**config.mk**
```make
export PLATFORM = sky130hd
export DESIGN_NAME = button_reader
export DESIGN_NICKNAME = d
export VERILOG_FILES = /design/src/rtl/button_pkg.sv /design/src/rtl/button_channel.sv /design/src/rtl/button_reader.sv
export SDC_FILE = /design/constraint.sdc
export NUM_CORES = 1
export LEC_CHECK = 0
export ABC_AREA = 0
export CAP_MARGIN = 20
export CORE_ASPECT_RATIO = 0.6
export CORE_UTILIZATION = 47
export DETAILED_ROUTE_END_ITERATION = 16
export SLEW_MARGIN = 10
export SYNTH_ARGS = -nofsm -noshare
export SYNTH_HDL_FRONTEND = slang
export SYNTH_HIERARCHICAL = 1
export SYNTH_SLANG_ARGS = --single-unit
```
**constraint.sdc**
```tcl
create_clock -name clk -period 3.65 [get_ports clk]
set_input_delay 0.73 -clock clk [delete_from_list [all_inputs] [get_ports clk]]
set_output_delay 0.73 -clock clk [all_outputs]
set_load 0.01 [all_outputs]
```
**src/rtl/button_pkg.sv**
```systemverilog
// Shared types and sizing helpers for the pushbutton debouncer.
// Holds the channel state encoding, counter widths and tick-counter sizing.
package button_pkg;

   localparam int STABLE_W = 8;
   localparam int HOLD_W   = 16;

   typedef enum logic [1:0] {
      IDLE         = 2'd0,
      PRESS_WAIT   = 2'd1,
      HELD         = 2'd2,
      RELEASE_WAIT = 2'd3
   } state_t;

   // Width of a counter that runs 0..tick_cyc-1.
   function automatic int tick_cnt_w(input int tick_cyc);
      if (tick_cyc <= 2) begin
         return 1;
      end
      return $clog2(tick_cyc);
   endfunction

endpackage

```
**src/rtl/button_channel.sv**
```systemverilog
// One debounced pushbutton: synchronizer, debounce FSM, hold counter.
// Ports: clk, rst_n, tick_ms (shared 1 ms strobe), raw (async pad bit);
//        level (1 = pressed), press_evt, release_evt, long_evt (1-cycle).
module button_channel
   import button_pkg::*;
#(
   parameter int DEBOUNCE_MS = 20,
   parameter int LONG_MS     = 1000,
   parameter bit ACTIVE_LOW  = 1'b1
) (
   input  logic clk,
   input  logic rst_n,
   input  logic tick_ms,
   input  logic raw,
   output logic level,
   output logic press_evt,
   output logic release_evt,
   output logic long_evt
);

   localparam logic RAW_IDLE = ACTIVE_LOW;
   localparam logic [STABLE_W-1:0] DEB = STABLE_W'(DEBOUNCE_MS);
   localparam logic [HOLD_W-1:0] LONG = HOLD_W'(LONG_MS);

   logic sync1;
   logic sync2;
   logic pressed;

   state_t state;
   state_t state_n;

   logic [STABLE_W-1:0] stable;
   logic [STABLE_W-1:0] stable_n;
   logic [HOLD_W-1:0]   hold;
   logic [HOLD_W-1:0]   hold_n;
   logic [HOLD_W-1:0]   hold_inc;

   logic fired;
   logic fired_n;
   logic level_n;
   logic press_n;
   logic release_n;
   logic long_n;

   // Sync flops reset to the released pad level so that a button held
   // through reset is seen as a fresh press.
   always_ff @(posedge clk or negedge rst_n) begin
      if (!rst_n) begin
         sync1 <= RAW_IDLE;
         sync2 <= RAW_IDLE;
      end else begin
         sync1 <= raw;
         sync2 <= sync1;
      end
   end

   assign pressed  = sync2 ^ RAW_IDLE;
   assign hold_inc = (hold == LONG) ? hold : hold + 1'b1;

   // The tick that lands first after entering a wait state only closes a
   // partial interval, so acceptance waits for one tick beyond DEBOUNCE_MS
   // counted ticks: that guarantees DEBOUNCE_MS whole ms of stability.
   always_comb begin
      state_n   = state;
      stable_n  = stable;
      hold_n    = hold;
      fired_n   = fired;
      level_n   = level;
      press_n   = 1'b0;
      release_n = 1'b0;
      long_n    = 1'b0;
      case (state)
         IDLE: begin
            if (pressed) begin
               state_n  = PRESS_WAIT;
               stable_n = '0;
            end
         end
         PRESS_WAIT: begin
            if (!pressed) begin
               state_n = IDLE;
            end else if (tick_ms) begin
               if (stable == DEB) begin
                  state_n = HELD;
                  press_n = 1'b1;
                  level_n = 1'b1;
                  hold_n  = '0;
               end else begin
                  stable_n = stable + 1'b1;
               end
            end
         end
         HELD: begin
            if (!pressed) begin
               state_n  = RELEASE_WAIT;
               stable_n = '0;
            end else if (tick_ms) begin
               hold_n = hold_inc;
               if (hold_inc == LONG && !fired) begin
                  long_n  = 1'b1;
                  fired_n = 1'b1;
               end
            end
         end
         RELEASE_WAIT: begin
            // Returning to HELD keeps hold count and long flag, so a
            // short release glitch neither restarts nor repeats the long.
            if (pressed) begin
               state_n = HELD;
            end else if (tick_ms) begin
               if (stable == DEB) begin
                  state_n   = IDLE;
                  release_n = 1'b1;
                  level_n   = 1'b0;
                  fired_n   = 1'b0;
                  hold_n    = '0;
               end else begin
                  stable_n = stable + 1'b1;
               end
            end
         end
         default: begin
            state_n = IDLE;
         end
      endcase
   end

   always_ff @(posedge clk or negedge rst_n) begin
      if (!rst_n) begin
         state       <= IDLE;
         stable      <= '0;
         hold        <= '0;
         fired       <= 1'b0;
         level       <= 1'b0;
         press_evt   <= 1'b0;
         release_evt <= 1'b0;
         long_evt    <= 1'b0;
      end else begin
         state       <= state_n;
         stable      <= stable_n;
         hold        <= hold_n;
         fired       <= fired_n;
         level       <= level_n;
         press_evt   <= press_n;
         release_evt <= release_n;
         long_evt    <= long_n;
      end
   end

endmodule

```
**src/rtl/button_reader.sv**
```systemverilog
// Debounced reader for N_BTN pushbuttons sharing one 1 ms prescaler.
// Ports: clk, rst_n, btn_raw (async pads); btn_level, btn_press,
//        btn_release, btn_long per button; tick_ms shared strobe.
module button_reader
   import button_pkg::*;
#(
   parameter int CLK_HZ      = 125000000,
   parameter int N_BTN       = 4,
   parameter int DEBOUNCE_MS = 20,
   parameter int LONG_MS     = 1000,
   parameter bit ACTIVE_LOW  = 1'b1
) (
   input  logic             clk,
   input  logic             rst_n,
   input  logic [N_BTN-1:0] btn_raw,
   output logic [N_BTN-1:0] btn_level,
   output logic [N_BTN-1:0] btn_press,
   output logic [N_BTN-1:0] btn_release,
   output logic [N_BTN-1:0] btn_long,
   output logic             tick_ms
);

   localparam int TICK_RAW = CLK_HZ / 1000;
   localparam int TICK_CYC = (TICK_RAW < 2) ? 2 : TICK_RAW;
   localparam int TICK_W   = tick_cnt_w(TICK_CYC);
   localparam logic [TICK_W-1:0] TICK_LAST = TICK_W'(TICK_CYC - 1);

   logic [TICK_W-1:0] tick_cnt;

   always_ff @(posedge clk or negedge rst_n) begin
      if (!rst_n) begin
         tick_cnt <= '0;
      end else if (tick_cnt == TICK_LAST) begin
         tick_cnt <= '0;
      end else begin
         tick_cnt <= tick_cnt + 1'b1;
      end
   end

   assign tick_ms = (tick_cnt == TICK_LAST);

   for (genvar i = 0; i < N_BTN; i++) begin : g_btn
      button_channel #(
         .DEBOUNCE_MS (DEBOUNCE_MS),
         .LONG_MS     (LONG_MS),
         .ACTIVE_LOW  (ACTIVE_LOW)
      ) u_chan (
         .clk         (clk),
         .rst_n       (rst_n),
         .tick_ms     (tick_ms),
         .raw         (btn_raw[i]),
         .level       (btn_level[i]),
         .press_evt   (btn_press[i]),
         .release_evt (btn_release[i]),
         .long_evt    (btn_long[i])
      );
   end

endmodule

```
==> results of run 1 <==
layer usage:
metal,track usage,vias up,share of wire
met5,0,-,0
met4,0.0611,0,0.0079
met3,0.0474,14,0.040
met2,0.254,146,0.36
met1,0.351,3311,0.59
li1,-,3551,-
path summary, 6_finish.rpt:
kind	cells past startpoint	endpoint
min	1	g_btn[0].u_chan/hold[4]$_DFFE_PN0P_
max	5	tick_ms
min in group clk	0	g_btn[1].u_chan/sync2$_DFF_PN1_
max reg2reg	10	g_btn[3].u_chan/fired$_DFFE_PN0P_
min reg2reg	0	g_btn[1].u_chan/sync2$_DFF_PN1_
max in group asynchronous	2	g_btn[3].u_chan/sync1$_DFF_PN1_
through the flow:
| stage | total power, uW | setup WS, ps | util | cell area [um2] | std cells |
|---|---|---|---|---|---|
| final | 3410 | 664 | 0.533 | 9790 | 1226 |
| after global routing | 3540 | 522 | 0.533 | 9790 | 1226 |
| after CTS | 3460 | 641 | 0.533 | 9790 | 1226 |
| after detailed placement | 1760 | 984 | 0.503 | 9230 | 1196 |
| after global placement | 1760 | 1090 | 0.503 | 9230 | 1196 |
| after floorplan | 1720 | 909 | - | 8970 | 983 |
cells in the final DEF, fill, tap and decap left out, drive strengths merged, types with 9 or more instances in the layout:
cell / synthesis / routed
nor4: 23 / 23
o31ai: 11 / 11
a22o: 16 / 16
inv: 29 / 29
nor2b: 13 / 13
dfrtp: 141 / 141
nand3: 76 / 76
clkbuf: 18 / 26
or2: 12 / 12
xnor2: 17 / 17
nand4: 26 / 26
clkdlybuf4s50: 0 / 21
and4: 9 / 9
o21ai: 118 / 118
ha: 17 / 17
a21oi: 31 / 31
nor2: 109 / 109
and3: 25 / 25
xor2: 33 / 33
nor3: 14 / 14
nand2: 84 / 84
a31oi: 19 / 19
cell type report:
cell class	count	area [um2]	share of cell area
clock inverter	4	45.0	0.00460
inverter	29	109	0.0111
tap	240	300	0.0307
multi-input combinational	749	4800	0.490
timing repair buffer	29	287	0.0293
clock buffer	26	509	0.0520
sequential	149	3740	0.382
state kept, by name (all words and copies together) (netlist names), named ones only:
signal	count
g_btn.u_chan/hold	64
g_btn.u_chan/stable	32
tick_cnt	17
g_btn.u_chan/fired	4
g_btn.u_chan/level	4
g_btn.u_chan/long_evt	4
g_btn.u_chan/press_evt	4
g_btn.u_chan/release_evt	4
g_btn.u_chan/state	4
g_btn.u_chan/sync1	4
g_btn.u_chan/sync2	4
cells by family (layout without fill, tap and decap cells):
| logic type | count (synthesis) | count (layout) | synth area share |
|---|---|---|---|
| buffers and inverters | 85 | 88 | 0.0485 |
| DFF | 149 | 149 | 0.417 |
| adders and majority gates | 17 | 17 | 0.0237 |
| muxes | 9 | 9 | 0.0106 |
| and+or+nand+nor | 428 | 428 | 0.268 |
| AOI/OAI and AO/OA | 245 | 245 | 0.183 |
| xor gates and xnor gates | 50 | 50 | 0.0496 |
power by group through the flow:
| stage | clock network [uW] | logic (uW) | registers (uW) |
|---|---|---|---|
| 6_report | 1670 | 54.9 | 1680 |
| 5_1_grt | 1800 | 66.1 | 1680 |
| 4_1_cts | 1730 | 58.9 | 1680 |
| 3_5_place_dp | 0 | 58.8 | 1710 |
| 3_3_place_gp | 0 | 58.8 | 1710 |
| 2_1_floorplan | 0 | 19.2 | 1700 |
==> summary.txt, run 1 <==
status: completed
CTS buffer count: 17
dpl hpwl: 12900 um
CTS tree: yes
via count: 7022
maxcap violations: 0
fmax: 335 MHz
Yosys cell types: 71
post-CTS setup buffers: 0
Clock Tree Buf Depth: 2
share of cells above drive strength 1: 0.103
Synth top area share: 0.393
crit path capture type: output pin
initial antenna violation count: 0
Initial Util: 0.489
Hold WC Path Type: in2async
largest net degree at the start of global routing: 89
pwr/cell area: 348 mW/mm2
worst-skew pair later-pin latency: 430 ps
via/cell ratio: 5.73
Ports: 23
Worst R2R Start: tick_cnt[0]$_DFF_PN0_
Routed Antenna Nets: 0
Synth area leaders: dfrtp_1, o21ai_0, nor2_1
first-pass GRT wire length: 32900 um
Comb pwr share: 0.016
Switching Fraction: 0.209
width of the die: 180 um
fin crit share: 0.818
final RePlAce weighted congestion: 0.834
synthesized area per cell: 9.13 um2
hold_ws: 337 ps
vias in the first global route: 6246
fin nets: 998
clock slew at reported path FFs: 60 ps
Crit-path slowest cell: clkdlybuf4s50_1
Total GRT Usage: 0.210
FF-to-FF setup slack: 970 ps
Mapped Area: 0.00897 mm2
Worst EP required: 2920 ps
CP max FO: 4
ys async rst share: 1.00
max_slew headroom: 0.460
Leak Pwr: 0.00404 uW
Worst Path Arrival: 2260 ps
final wirelength: 19100 um
post-DR wirelength/cell: 15.6 um
port bufs: 22
core area: 0.0184 mm2
endpoints failing setup: 0
area delta synth->final: 9.08%
Die Area: 0.0197 mm2
Crit Path Class: reg2out
RSZ-0062 raised after global routing: no
DRC: 0
Post-synth EDFFs: 0
main flop type after synthesis: dfrtp_1
Slew Viols, Final: 0
Sw Pwr: 713 uW
count leader, synth: dfrtp_1
Yosys top cell by area: dfrtp_1
Hold-fix buffers, CTS: 0
Yosys warning total: 6
CTS root buf: clkbuf_16
Iteration-0 DRC Markers: 612
cell family with most CP delay: buffers and inverters
Synth Register Bits: 149
total grt overflow: 0
Int Pwr: 2690 uW
slowest cell delay on critical path: 670 ps
Syn Nets: 1006
Mapped Cells: 983
portion of the post-synthesis area used by sequential elements: 0.417
Flop pwr share: 0.492
final setup skew: 7.24 ps
drt first pass iters: 5
Hold Fails Final Rpt: 0
worst IR drop on VDD: 0.329 mV
crit path cell chain: ha_1 -> and2_1 -> nand3_1 -> nor3_4 -> clkdlybuf4s50_1
H-tree depth: 4
crit path buf inv count: 1
minimum clock period: 2990 ps
worst setup path start: tick_cnt[0]$_DFF_PN0_
ant diodes: 0
CTS sink cnt: 149
Worst Setup Start Kind: register
Slew @ Worst Pin: 811 ps
Synth top cells by count: dfrtp_1, o21ai_0, nor2_1
Final TNS setup: 0 ps
Filler cells: 1673
CTS resizes: 0
standard-cell row count: 38
Die Y: 109 um
Clk pwr share: 0.491
(Power assumes the default switching activity.)
==> run 2: changes to the inputs <==
--- a/config.mk
+++ b/config.mk
@@ -10,6 +10,7 @@
 export CORE_ASPECT_RATIO = 0.6
 export CORE_UTILIZATION = 47
 export DETAILED_ROUTE_END_ITERATION = 16
+export PLACE_DENSITY = 0.66
 export SLEW_MARGIN = 10
 export SYNTH_ARGS = -nofsm -noshare
 export SYNTH_HDL_FRONTEND = slang
==> constraint.sdc (replaced) <==
create_clock -name clk -period 2.6 [get_ports clk]
set_input_delay 0.52 -clock clk [delete_from_list [all_inputs] [get_ports clk]]
set_output_delay 0.52 -clock clk [all_outputs]
set_load 0.01 [all_outputs]
==> run 2 against run 1 <==
Net effect: non-clock buffer count is 19 higher; register-to-register slack worse by 860 ps; via count is 4.2% higher; clock-buffer cell count is 4 lower; wire length is 1.1% higher; critical path type is now reg2reg; largest cell class unchanged; largest power group is now clock; highest routed layer unchanged.
==> summary.txt, run 2 (synthesis results as in run 1) <==
standard-cell row count: 38 (unchanged)
Clock Tree Buf Depth: 2 (unchanged)
hold_ws: 354 ps (+17.7 ps)
Final TNS setup: 0 ps (unchanged)
CTS tree: yes
vias in the first global route: 6421 (+2.8%)
final RePlAce weighted congestion: 0.824 (-1.2%)
Worst EP required: 2890 ps (-30 ps)
biggest registers after layout: g_btn.u_chan/hold: 64 flops, g_btn.u_chan/stable: 32 flops, tick_cnt: 17 flops
Worst Setup Start Kind: register
most frequent cells in the layout: dfrtp_1, o21ai_0, nor2_1, nand2_1, nand3_1
share of cells above drive strength 1: 0.126 (+0.0227)
instance area at placement: 0.00941 mm2 (+1.9%)
fin nets: 1017 (+1.9%)
most common cell after layout, fill and taps aside: dfrtp_1
CTS buffer count: 17 (unchanged)
Slew Viols, Final: 0 (unchanged)
Filler cells: 1623 (-3.0%)
fin crit share: 0.958
max reg flops: 64 (unchanged)
maxcap violations: 0 (unchanged)
Hold WC Path Type: reg2reg
Ports: 23 (unchanged)
endpoints failing setup: 0 (unchanged)
register area: 0.00374 mm2 (unchanged)
largest net degree at the start of global routing: 50 (-44%)
CTS root buf: clkbuf_16
max_slew headroom: 0.611 (+0.152)
fin area: 0.0100 mm2 (+2.5%)
pwr/cell area: 491 mW/mm2 (+41%)
minimum clock period: 2490 ps
total power: 4930 uW (+45%)
port bufs: 22 (unchanged)
via/cell ratio: 5.87 (+2.4%)
DRC: 0 (unchanged)
worst-skew pair later-pin latency: 420 ps (about the same)
first-pass GRT wire length: 33000 um (+0.29%)
Biggest register: g_btn.u_chan/hold
ant diodes: 0 (unchanged)
Die Area: 0.0197 mm2 (unchanged)
via count: 7316 (+4.2%)
final wirelength: 19400 um (+1.1%)
width of the die: 180 um (unchanged)
Hold Fails Final Rpt: 0 (unchanged)
Initial Util: 0.489 (unchanged)
final setup skew: 9.90 ps (+2.66 ps)
dpl hpwl: 13400 um (+4.1%)
Leak Pwr: 0.00416 uW (+2.9%)
post-DR wirelength/cell: 15.5 um (-0.64%)
core area: 0.0184 mm2 (unchanged)
Iteration-0 DRC Markers: 593 (-3.1%)
H-tree depth: 4 (unchanged)
clock slew at reported path FFs: 60 ps (about the same)
Die Y: 109 um (unchanged)
Worst Path Arrival: 2780 ps (+520 ps)
Comb pwr share: 0.017 (about the same)
RSZ-0062 raised after global routing: yes
Flop pwr share: 0.478 (-0.014)
Routed Antenna Nets: 0 (unchanged)
Total GRT Usage: 0.209 (-0.00132)
fmax: 402 MHz
initial antenna violation count: 0 (unchanged)
CP max FO: 17 (+13)
Int Pwr: 3890 uW (+44%)
Clk pwr share: 0.505 (+0.014)
CTS sink cnt: 149 (unchanged)
crit path capture type: register
total grt overflow: 0 (unchanged)
drt first pass iters: 5 (unchanged)
Sw Pwr: 1040 uW (+46%)
worst IR drop on VDD: 0.439 mV (+33%)
Switching Fraction: 0.211 (+0.00194)
area of the multi-input gates: 0.00482 mm2 (+0.52%)
status: completed
Crit Path Class: reg2reg
area delta synth->final: 11.8%
Slew @ Worst Pin: 582 ps (-229 ps)
-- run 2: changes by cell type in the layout (fill, tap and decap cells not counted), sizes merged, moves of 2 or more --
cell / previous run / this run
buf: 8 / 26
bufinv: 1 / 3
clkbuf: 26 / 22
clkinv: 3 / 5
clkinvlp: 0 / 2
-- run 2: final cells by class --
cell class,count,share of cell area
clock buffer,22,0.0453
clock inverter,10,0.0133
inverter,29,0.0109
multi-input combinational,749,0.481
sequential,149,0.373
tap,240,0.0299
timing repair buffer,48,0.0467
-- run 2: power groups by stage --
stage                     sequential, uW  clock (uW)  combinational (uW)
after global routing                2350        2670                98.9
after detailed placement            2390           0                86.6
after global placement              2390           0                86.6
final                               2350        2490                82.7
after CTS                           2350        2560                88.0
after floorplan                     2380           0                26.9
-- run 2: path summary, 6_finish.rpt --
kind | from | cells past startpoint | endpoint | slack (ps)
max | tick_cnt[8]$_DFF_PN0_ | 10 | g_btn[0].u_chan/stable[7]$_DFFE_PN0P_ | 110
min | g_btn[0].u_chan/sync1$_DFF_PN1_ | 0 | g_btn[0].u_chan/sync2$_DFF_PN1_ | 350
max reg2reg | tick_cnt[8]$_DFF_PN0_ | 10 | g_btn[0].u_chan/stable[7]$_DFFE_PN0P_ | 110
min reg2reg | g_btn[0].u_chan/sync1$_DFF_PN1_ | 0 | g_btn[0].u_chan/sync2$_DFF_PN1_ | 350
max in group asynchronous | rst_n | 3 | g_btn[3].u_chan/sync1$_DFF_PN1_ | 1310
min in group asynchronous | rst_n | 2 | g_btn[1].u_chan/hold[5]$_DFFE_PN0P_ | 560
-- run 2: routing by layer --
metal,up-vias,part of all wire,track usage
li1,3594,-,-
met1,3539,0.57,0.338
met2,174,0.38,0.273
met4,0,0.0054,0.0586
met5,-,0,0
met3,9,0.043,0.0407
-- run 2: stage by stage --
stage | setup slack [ps] | cells | utilization
2_1_floorplan | -98.8 | 983 | -
3_3_place_gp | 179 | 1211 | 0.513
3_5_place_dp | 88.5 | 1211 | 0.513
4_1_cts | 15.1 | 1246 | 0.546
5_1_grt | -8.54 | 1247 | 0.546
6_report | 110 | 1247 | 0.546
-- run 2: worst max-delay path, stage by stage, from the launching register on --
cell,delay [ps]
dfrtp_1,380
nor4_2,330
nand3_2,140
nor3_4,140
buf_4,140
buf_12,140
a21bo_2,280
a2111oi_4,420
nand3_1,160
xor2_1,170
nor2_1,60
-- run 2: timing repair --
item,CTS,global route
endpoints found under the hold margin,2,0
pin swaps,3,5
endpoints found under the setup margin,1,9
resized for setup,1,1
hold buffers,1,0
setup buffers,2,1
